### config.mk
export PLATFORM = sky130hd
export DESIGN_NAME = bus_arbiter_flat
export DESIGN_NICKNAME = d
export VERILOG_FILES = /design/src/rtl/bus_arbiter_if.sv /design/src/rtl/bus_arbiter.sv /design/src/flat_wrapper.sv
export SDC_FILE = /design/constraint.sdc
export NUM_CORES = 1
export LEC_CHECK = 0
export BUFFER_PORTS_ARGS = -buffer_cell sky130_fd_sc_hd__buf_2
export CAP_MARGIN = 15
export CORE_MARGIN = 5
export CORE_UTILIZATION = 40
export DETAILED_ROUTE_END_ITERATION = 7
export PLACE_DENSITY = 0.66
export SLEW_MARGIN = 20
export SYNTH_ARGS = -nofsm -noshare
export SYNTH_HDL_FRONTEND = slang
export SYNTH_SLANG_ARGS = --single-unit
### constraint.sdc
create_clock -name clk -period 2.95 [get_ports clk]
set_input_delay 0.1475 -clock clk [delete_from_list [all_inputs] [get_ports clk]]
set_output_delay 0.1475 -clock clk [all_outputs]
set_load 0.01 [all_outputs]
### src/rtl/bus_arbiter_if.sv
// Request/grant bundle between the masters, the interconnect and the bus arbiter.
// The master modport is the requesting side; the slave modport is the arbiter.
interface bus_arbiter_if #(
    parameter int NO_MASTERS = 2,
    parameter int S_ID_WIDTH = 2,
    parameter int M_ID_WIDTH = 1
);
    logic [NO_MASTERS-1:0]            req_M;
    logic [S_ID_WIDTH-1:0]            slave_id_M [NO_MASTERS];
    logic [NO_MASTERS-1:0]            done_M;
    logic [NO_MASTERS-1:0]            valid_M;
    logic                             ready;
    logic [S_ID_WIDTH+M_ID_WIDTH-1:0] bus_state;
    logic [NO_MASTERS-1:0]            grant_M;
    logic                             busy;
    logic                             timeout;

    modport master (
        output req_M, slave_id_M, done_M, valid_M, ready,
        input  bus_state, grant_M, busy, timeout
    );

    modport slave (
        input  req_M, slave_id_M, done_M, valid_M, ready,
        output bus_state, grant_M, busy, timeout
    );
endinterface

### src/rtl/bus_arbiter.sv
// Round-robin bus arbiter: IDLE -> SETUP -> GRANT -> RELEASE, with a per-grant
// inactivity watchdog. All outputs come straight from registers.
module bus_arbiter #(
    parameter int NO_MASTERS = 2,
    parameter int NO_SLAVES  = 3,
    parameter int S_ID_WIDTH = $clog2(NO_SLAVES + 1),
    parameter int M_ID_WIDTH = $clog2(NO_MASTERS),
    parameter int TIMEOUT    = 255
) (
    input  logic           clk,
    input  logic           rstN,
    bus_arbiter_if.slave   bus
);
    localparam int WD_WIDTH = $clog2(TIMEOUT + 1);

    typedef enum logic [1:0] {IDLE, SETUP, GRANT, RELEASE} state_t;

    state_t                           state_reg;
    logic [M_ID_WIDTH-1:0]            sel_reg;
    logic [M_ID_WIDTH-1:0]            last_master_reg;
    logic [S_ID_WIDTH+M_ID_WIDTH-1:0] bus_state_reg;
    logic [NO_MASTERS-1:0]            grant_reg;
    logic                             busy_reg;
    logic                             timeout_reg;
    logic [WD_WIDTH-1:0]              wdog_reg;

    logic [NO_MASTERS-1:0] eligible;
    logic [NO_MASTERS-1:0] shifted;
    logic [M_ID_WIDTH-1:0] pick_hi, pick_lo, pick;
    logic                  found_hi, found_lo;
    logic                  sel_req, sel_done, sel_valid, wd_expired;

    genvar gi;
    generate
        for (gi = 0; gi < NO_MASTERS; gi++) begin : g_elig
            assign eligible[gi] = bus.req_M[gi]
                               && (bus.slave_id_M[gi] != '0)
                               && (bus.slave_id_M[gi] <= S_ID_WIDTH'(NO_SLAVES));
        end
    endgenerate

    // Descending scan leaves the lowest matching index; the "hi" pick only
    // considers masters after last_master, giving the round-robin wrap.
    always_comb begin
        pick_hi  = '0;
        pick_lo  = '0;
        found_hi = 1'b0;
        found_lo = 1'b0;
        shifted  = '0;
        for (int j = NO_MASTERS - 1; j >= 0; j--) begin
            shifted = eligible >> j;
            if (shifted[0]) begin
                found_lo = 1'b1;
                pick_lo  = M_ID_WIDTH'(j);
                if (j > int'(last_master_reg)) begin
                    found_hi = 1'b1;
                    pick_hi  = M_ID_WIDTH'(j);
                end
            end
        end
        pick = found_hi ? pick_hi : pick_lo;
    end

    assign sel_req    = bus.req_M[sel_reg];
    assign sel_done   = bus.done_M[sel_reg];
    assign sel_valid  = bus.valid_M[sel_reg];
    assign wd_expired = !sel_valid && (wdog_reg == WD_WIDTH'(TIMEOUT - 1));

    always_ff @(posedge clk or negedge rstN) begin
        if (!rstN) begin
            state_reg       <= IDLE;
            sel_reg         <= '0;
            last_master_reg <= M_ID_WIDTH'(NO_MASTERS - 1);
            bus_state_reg   <= '0;
            grant_reg       <= '0;
            busy_reg        <= 1'b0;
            timeout_reg     <= 1'b0;
            wdog_reg        <= '0;
        end else begin
            timeout_reg <= 1'b0;
            case (state_reg)
                IDLE: begin
                    if (found_lo) begin
                        state_reg     <= SETUP;
                        sel_reg       <= pick;
                        bus_state_reg <= {pick, bus.slave_id_M[pick]};
                        busy_reg      <= 1'b1;
                    end
                end
                SETUP: begin
                    // A withdrawn request wins over a slave that just became ready.
                    if (!sel_req) begin
                        state_reg                     <= RELEASE;
                        bus_state_reg[S_ID_WIDTH-1:0] <= '0;
                    end else if (bus.ready) begin
                        state_reg       <= GRANT;
                        grant_reg       <= NO_MASTERS'(1) << sel_reg;
                        last_master_reg <= sel_reg;
                        wdog_reg        <= '0;
                    end
                end
                GRANT: begin
                    if (sel_done || !sel_req || wd_expired) begin
                        state_reg                     <= RELEASE;
                        grant_reg                     <= '0;
                        bus_state_reg[S_ID_WIDTH-1:0] <= '0;
                        timeout_reg                   <= wd_expired && !sel_done;
                        wdog_reg                      <= '0;
                    end else if (sel_valid) begin
                        wdog_reg <= '0;
                    end else begin
                        wdog_reg <= wdog_reg + 1'b1;
                    end
                end
                RELEASE: begin
                    state_reg     <= IDLE;
                    bus_state_reg <= '0;
                    busy_reg      <= 1'b0;
                end
                default: state_reg <= IDLE;
            endcase
        end
    end

    assign bus.bus_state = bus_state_reg;
    assign bus.grant_M   = grant_reg;
    assign bus.busy      = busy_reg;
    assign bus.timeout   = timeout_reg;
endmodule

### src/flat_wrapper.sv
// flat-port wrapper written by rule: the top's interface ports become plain ports
module bus_arbiter_flat 
#(
    parameter int NO_MASTERS = 2,
    parameter int NO_SLAVES  = 3,
    parameter int S_ID_WIDTH = $clog2(NO_SLAVES + 1),
    parameter int M_ID_WIDTH = $clog2(NO_MASTERS),
    parameter int TIMEOUT    = 255
)
  (clk, rstN, bus_req_M, bus_slave_id_M, bus_done_M, bus_valid_M, bus_ready, bus_bus_state, bus_grant_M, bus_busy, bus_timeout);
  bus_arbiter_if #(.NO_MASTERS(NO_MASTERS), .S_ID_WIDTH(S_ID_WIDTH), .M_ID_WIDTH(M_ID_WIDTH)) bus_i ();
  input  logic clk;
  input  logic rstN;
  input wire logic [$bits(bus_i.req_M)-1:0] bus_req_M;
  input wire logic [$bits(bus_i.slave_id_M)-1:0] bus_slave_id_M;
  input wire logic [$bits(bus_i.done_M)-1:0] bus_done_M;
  input wire logic [$bits(bus_i.valid_M)-1:0] bus_valid_M;
  input wire logic [$bits(bus_i.ready)-1:0] bus_ready;
  output wire logic [$bits(bus_i.bus_state)-1:0] bus_bus_state;
  output wire logic [$bits(bus_i.grant_M)-1:0] bus_grant_M;
  output wire logic [$bits(bus_i.busy)-1:0] bus_busy;
  output wire logic [$bits(bus_i.timeout)-1:0] bus_timeout;
  assign bus_i.req_M = bus_req_M;
  assign bus_i.slave_id_M = {>>{bus_slave_id_M}};
  assign bus_i.done_M = bus_done_M;
  assign bus_i.valid_M = bus_valid_M;
  assign bus_i.ready = bus_ready;
  assign bus_bus_state = bus_i.bus_state;
  assign bus_grant_M = bus_i.grant_M;
  assign bus_busy = bus_i.busy;
  assign bus_timeout = bus_i.timeout;
  bus_arbiter #(.NO_MASTERS(NO_MASTERS), .NO_SLAVES(NO_SLAVES), .S_ID_WIDTH(S_ID_WIDTH), .M_ID_WIDTH(M_ID_WIDTH), .TIMEOUT(TIMEOUT)) u_core (.clk(clk), .rstN(rstN), .bus(bus_i));
endmodule
# Word-level counts from Yosys, hierarchy flattened
# Index checks and enable logic that the tools add are counted.
totals:
  register_bits: 19
  out_inout_bits: 7
  word_cells: 87
  in_bits: 13
classes:
  n_eq_ne: 10
  shift: 1
  n_reduce_logical: 23
  mux: 37
  n_lt_le_gt_ge: 5
  add_sub_neg: 1
  n_bitwise: 1
op_table:
  columns: ["operator", "n"]
  rows:
  - ["two-way mux 8 bit", 4]
  - ["two-way mux 2 bit", 11]
  - ["case mux 2 bit (4 select lines)", 2]
  - ["case mux 8 bit (2 select lines)", 1]
  - ["two-way mux 1 bit", 15]
  - ["AND reduction 3 bit", 4]
  - ["adder 8 x 1 -> 8 bit (second input constant)", 1]
  - ["equality test 8 bit (second input constant)", 1]
  - ["nonzero test 2 bit", 4]
  - ["logical AND 1 bit", 6]
  - ["!= test 2 x 1 -> 1 bit (second input constant)", 3]
  - ["equality test 2 bit (second input constant)", 2]
  - ["less-or-equal comparator 2 bit (second input constant)", 2]
  - ["!= test 2 bit (second input constant)", 2]
  - ["case mux 1 bit (2 select lines)", 2]
  - ["case mux 2 bit (2 select lines)", 1]
  - ["AND reduction 2 bit", 2]
  - ["AND reduction 4 bit", 1]
  - ["logical NOT 1 bit", 3]
  - ["two-way mux 3 bit", 1]
  - ["!= test 3 bit (second input constant)", 1]
  - ["equality test 2 x 1 -> 1 bit (second input constant)", 1]
  - ["greater-or-equal comparator 2 bit (second input constant)", 1]
  - ["logical NOT 2 bit", 1]
  - ["5 further kinds", 6]

# Logic depth before layout (Yosys ltp)
logic_depth:
  word_depth: 12
  mapped_depth: 7
  ltp_nobuf: 7

# Worst setup path after synthesis
# Ideal clock, no wire load.
synth_timing:
  kind: "register to register"
  start: "register u_core.wdog_reg[0]"
  end: "register u_core.bus_state_reg[0] (netlist: u_core.bus.bus_state[0])"
  period_less_slack_ns: 1.686
  path_stages_with_launch: 8
  required_time_ns: 2.825
  arrival_ns: 1.561
  setup_ns: 0.125
  slack_ns: 1.264
  n_path_buf: 0
  cell_sequence: "dfrtp_1 > inv_1 > ha_1 > and2_1 > and4_4 > or2_4 > nand3_2 > mux2_4"
synth_via:
  elab_chain_cells: 5
synth_rtl:
  columns: ["element", "line", "rtl"]
  rows:
  - ["start: declaration", "bus_arbiter.sv:25", "logic [WD_WIDTH-1:0] wdog_reg;"]
  - ["start signal: assignment", "bus_arbiter.sv:112", "wdog_reg <= wdog_reg + 1'b1;"]
  - ["equality test 8 bit", "bus_arbiter.sv:67", "assign wd_expired = !sel_valid && (wdog_reg == WD_WIDTH'(TIMEOUT - 1));"]
  - ["logical AND 1 bit", "bus_arbiter.sv:67", null]
  - ["logical OR 1 bit", "bus_arbiter.sv:103", "if (sel_done || !sel_req || wd_expired) begin"]
  - ["!= test 2 x 1 -> 1 bit (no line)", null, null]
  - ["AND reduction 3 bit (no line)", null, null]
  - ["end signal: assignment", "bus_arbiter.sv:86", "bus_state_reg <= {pick, bus.slave_id_M[pick]};"]
  - ["end: declaration", "bus_arbiter.sv:21", "logic [S_ID_WIDTH+M_ID_WIDTH-1:0] bus_state_reg;"]
# Every way passes these cells.
# A chain may end at the register's enable or synchronous reset.

# Worst setup path in the final report
layout_timing:
  start: "register u_core.sel_reg"
  end: "register u_core.state_reg[1]"
layout_via:
  elab_chain_cells: 7
  elab_cells_between_ends: 16
  classes_between: "eq/ne (2); mux (8); reduce/logical (6)"
layout_rtl:
  columns: ["element", "line", "rtl"]
  rows:
  - ["start: declaration", "bus_arbiter.sv:19", "logic [M_ID_WIDTH-1:0] sel_reg;"]
  - ["start signal: assignment", "bus_arbiter.sv:85", "sel_reg <= pick;"]
  - ["two-way mux 1 bit, on equally long branches (2 in a row)", "bus_arbiter.sv:64, bus_arbiter.sv:66", null]
  - ["logical NOT 1 bit, on equally long branches", null, null]
  - ["logical OR 1 bit / logical AND 1 bit (equally long branches)", "bus_arbiter.sv:103, bus_arbiter.sv:67", null]
  - ["logical OR 1 bit", "bus_arbiter.sv:103", null]
  - ["!= test 2 x 1 -> 1 bit (no line)", null, null]
  - ["AND reduction 3 bit (no line)", null, null]
  - ["end signal: assignment", "bus_arbiter.sv:104", "state_reg <= RELEASE;"]
  - ["end signal: assignment", "bus_arbiter.sv:116", "state_reg <= IDLE;"]
  - ["end signal: assignment", "bus_arbiter.sv:120", "default: state_reg <= IDLE;"]
  - ["end: declaration", "bus_arbiter.sv:18", "state_t state_reg;"]
# Parallel ways exist; a longest one is shown, timed or not. The select of a mux whose other input is x is not followed.

==> impl_metrics.ini <==
[die]
fp-row-count = 19
dieWidth_microns = 63.94
die-area_sq_um = 4088
io_pins = 20
core_area_sq_um = 2781
fp.dieH_microns = 63.94
start_util = 0.4184

[finish]
drive_gt1_frac = 0.2803
multiInputGateArea_sq_um = 641.9
areaGrowthSynthToFinish_pct = 13.66
final_nets = 153
fillers = 269
mostFrequentLayoutCells = buf_2 (19), dfrtp_1 (18), inv_1 (9), nor2_1 (9), o21ai_0 (8)
fin_cells = 163
diodes = 0
regArea_sq_um = 476.7
final_common_cell = buf_2
largest_register_ffs = 8

[setup_path]
cp_max_fo = 7
critPathSlowestCell = dfrtp_1
reg2reg_to = u_core.state_reg[1]$_DFFE_PN0P_
critical_path.endpoint_type = flip-flop
cp.arrival_ns = 2.03
reg2reg_depth = 5
slowest_delay_ns = 0.60
rrSetupSlack_ns = 1.12
reg2reg_from = u_core.sel_reg$_DFFE_PN0P_
critical_path_class = reg -> reg
critical_path.cell_chain = mux2i_4 -> nand2b_1 -> or2_1 -> nand3_2 -> mux2_4
critPathRequiredTime_ns = 3.15
cp-start-kind = flip-flop

[pwr]
internal-power_mw = 0.6428
powerDensity_nw_per_um2 = 834.9
power.leakage_nw = 0.6414
ir_drop_mv = 0.4669
comb_power_share = 0.493
power.share.clock = 0.126
p_seq_frac = 0.381
p_sw_frac = 0.4179
switchingPower_mw = 0.4614

[clocking]
cts_num_sinks = 19
cts_hold_buf = 1
cts_tree = built
cts_made_buffers = 3
cts_htree_levels = 1
clockRootBuffer = clkbuf_4
clock_path_buffers = 2
cts_resized = 0
cts_setup_buffers = 0
worstSkewPairLatency_ns = 0.30
clk_pin_slew_ns = 0.11

[global_routing]
first_global_vias = 956
globalRouteOverflowTotal = 0
grt_pass1_wl_microns = 4381
track_usage = 0.1324
grt_max_degree = 20
antenna_found_initial = 0

[placement]
pre_cts_ws_ns = 1.127
portBuffers = 19
dp.cells = 158
place.gp.congestion = 0.7857
hpwl_microns = 1866

[yosys]
synth-edff-count = 0
synthCells = 109
avgSynthCellArea_sq_um = 10.68
syn_area_sq_um = 1164
ys_warn_count = 0
async_flop_share = 1.000
syn_nets = 129
synth_cell_type_count = 39
yosys_register_bits = 19
seq_area_frac_synth = 0.4097
synthFlopType = dfrtp_1

[sta]
clock_skew_ns = 0.002535
period_share = 0.6187
slew_headroom = 0.7070
grt_setup_unrepaired = false
drv_slew = 0
setup_slack_ns = 1.125
fmax_mhz = 547.9
worst_slew_pin_slew_ns = 0.4349
hold_slack_ns = 0.1481
setup_tns_ns = 0
setup_viol = 0
hold_viol = 0
min_period_ns = 1.825

[route]
drt_wl_total_microns = 2418
dr.pass1.iters = 4
vias = 902
wl_per_cell_microns = 14.83
drc = 0
drt_iter0_drc = 42
antenna_left = 0
via_per_inst = 5.534

[min_path]
hold_end = u_core.last_master_reg$_DFFE_PN1P_
min_from = bus_ready
min_path_type = in -> reg
worstHoldPathCells = 3

[run_status]
outcome = finished, final reports clean

[flow_run]
max-cap-violations = 0
routing by layer:
metal  GRT usage  vias up  wire length [microns]
li1            -      439                      -
met1      0.1723      440                   1106
met2      0.2098       16                   1158
met3     0.03152        7                    104
met4     0.05455        0                     48
met5           0        -                      0
how the worst max path moves through the flow:
stage,from,endpoint,slack (ns),depth (start not counted)
2_1_floorplan,u_core.wdog_reg[0]$_DFFE_PN0P_,u_core.bus.bus_state[0]$_DFFE_PN0P_,1.26,7
3_3_place_gp,u_core.sel_reg$_DFFE_PN0P_,u_core.bus.bus_state[0]$_DFFE_PN0P_,1.13,5
3_5_place_dp,u_core.sel_reg$_DFFE_PN0P_,u_core.wdog_reg[3]$_DFFE_PN0P_,1.13,5
4_1_cts,u_core.sel_reg$_DFFE_PN0P_,u_core.wdog_reg[3]$_DFFE_PN0P_,1.10,5
5_1_grt,u_core.state_reg[1]$_DFFE_PN0P_,u_core.wdog_reg[6]$_DFFE_PN0P_,0.97,6
6_report,u_core.sel_reg$_DFFE_PN0P_,u_core.state_reg[1]$_DFFE_PN0P_,1.12,5
synthesized netlist by cell type (2+ instances only):
cell type | number | area [sq um]
dfrtp_1 | 18 | 450.4
inv_1 | 9 | 33.78
nor2_1 | 9 | 33.78
o21ai_0 | 8 | 40.04
ha_1 | 7 | 87.58
nand2_1 | 5 | 18.77
nand4_1 | 5 | 31.28
o31ai_1 | 4 | 30.03
xor2_1 | 4 | 35.03
mux2_4 | 3 | 45.04
mux2i_1 | 3 | 30.03
mux2i_4 | 2 | 45.04
nand3_1 | 2 | 10.01
nand3_2 | 2 | 20.02
nor2b_1 | 2 | 12.51
o22ai_1 | 2 | 12.51
xnor2_1 | 2 | 17.52
power groups by stage:
stage / Combinational [mW] / Clock (mW) / Sequential (mW)
3_5_place_dp: 0.545 / 0 / 0.426
6_report: 0.544 / 0.139 / 0.421
2_1_floorplan: 0.429 / 0 / 0.411
5_1_grt: 0.609 / 0.162 / 0.436
4_1_cts: 0.552 / 0.143 / 0.421
3_3_place_gp: 0.531 / 0 / 0.422
per-stage QoR:
step	util	cell area, sq um	power [mW]
finish	0.4755	1323	1.104
CTS	0.4755	1323	1.116
global placement	0.4624	1286	0.9531
floorplan	-	1164	0.8395
global route	0.4755	1323	1.207
detailed placement	0.4624	1286	0.9713
kinds of logic after synthesis:
kind of cell,count (synthesis),share of synthesized area
flops,19,0.4097
buf+inv,10,0.03871
xor+xnor,6,0.04516
fa+ha+maj,7,0.07527
mux,8,0.1032
compound gates,24,0.1505
simple gates,35,0.1774
critical path, delay by kind of cell (launching register included):
| kind | cells | cell delay, ns |
|---|---|---|
| AND/OR/NAND/NOR | 3 | 0.44 |
| flip-flops | 1 | 0.60 |
| multiplexers | 2 | 0.68 |
area by class of cell:
type | instances | area share
multi-input cells | 80 | 0.4853
flip-flops and latches | 19 | 0.3605
repair buffers | 20 | 0.07947
well taps | 31 | 0.02933
inverters | 9 | 0.02554
clock buffers | 4 | 0.01987
(Power assumes the default switching activity.)
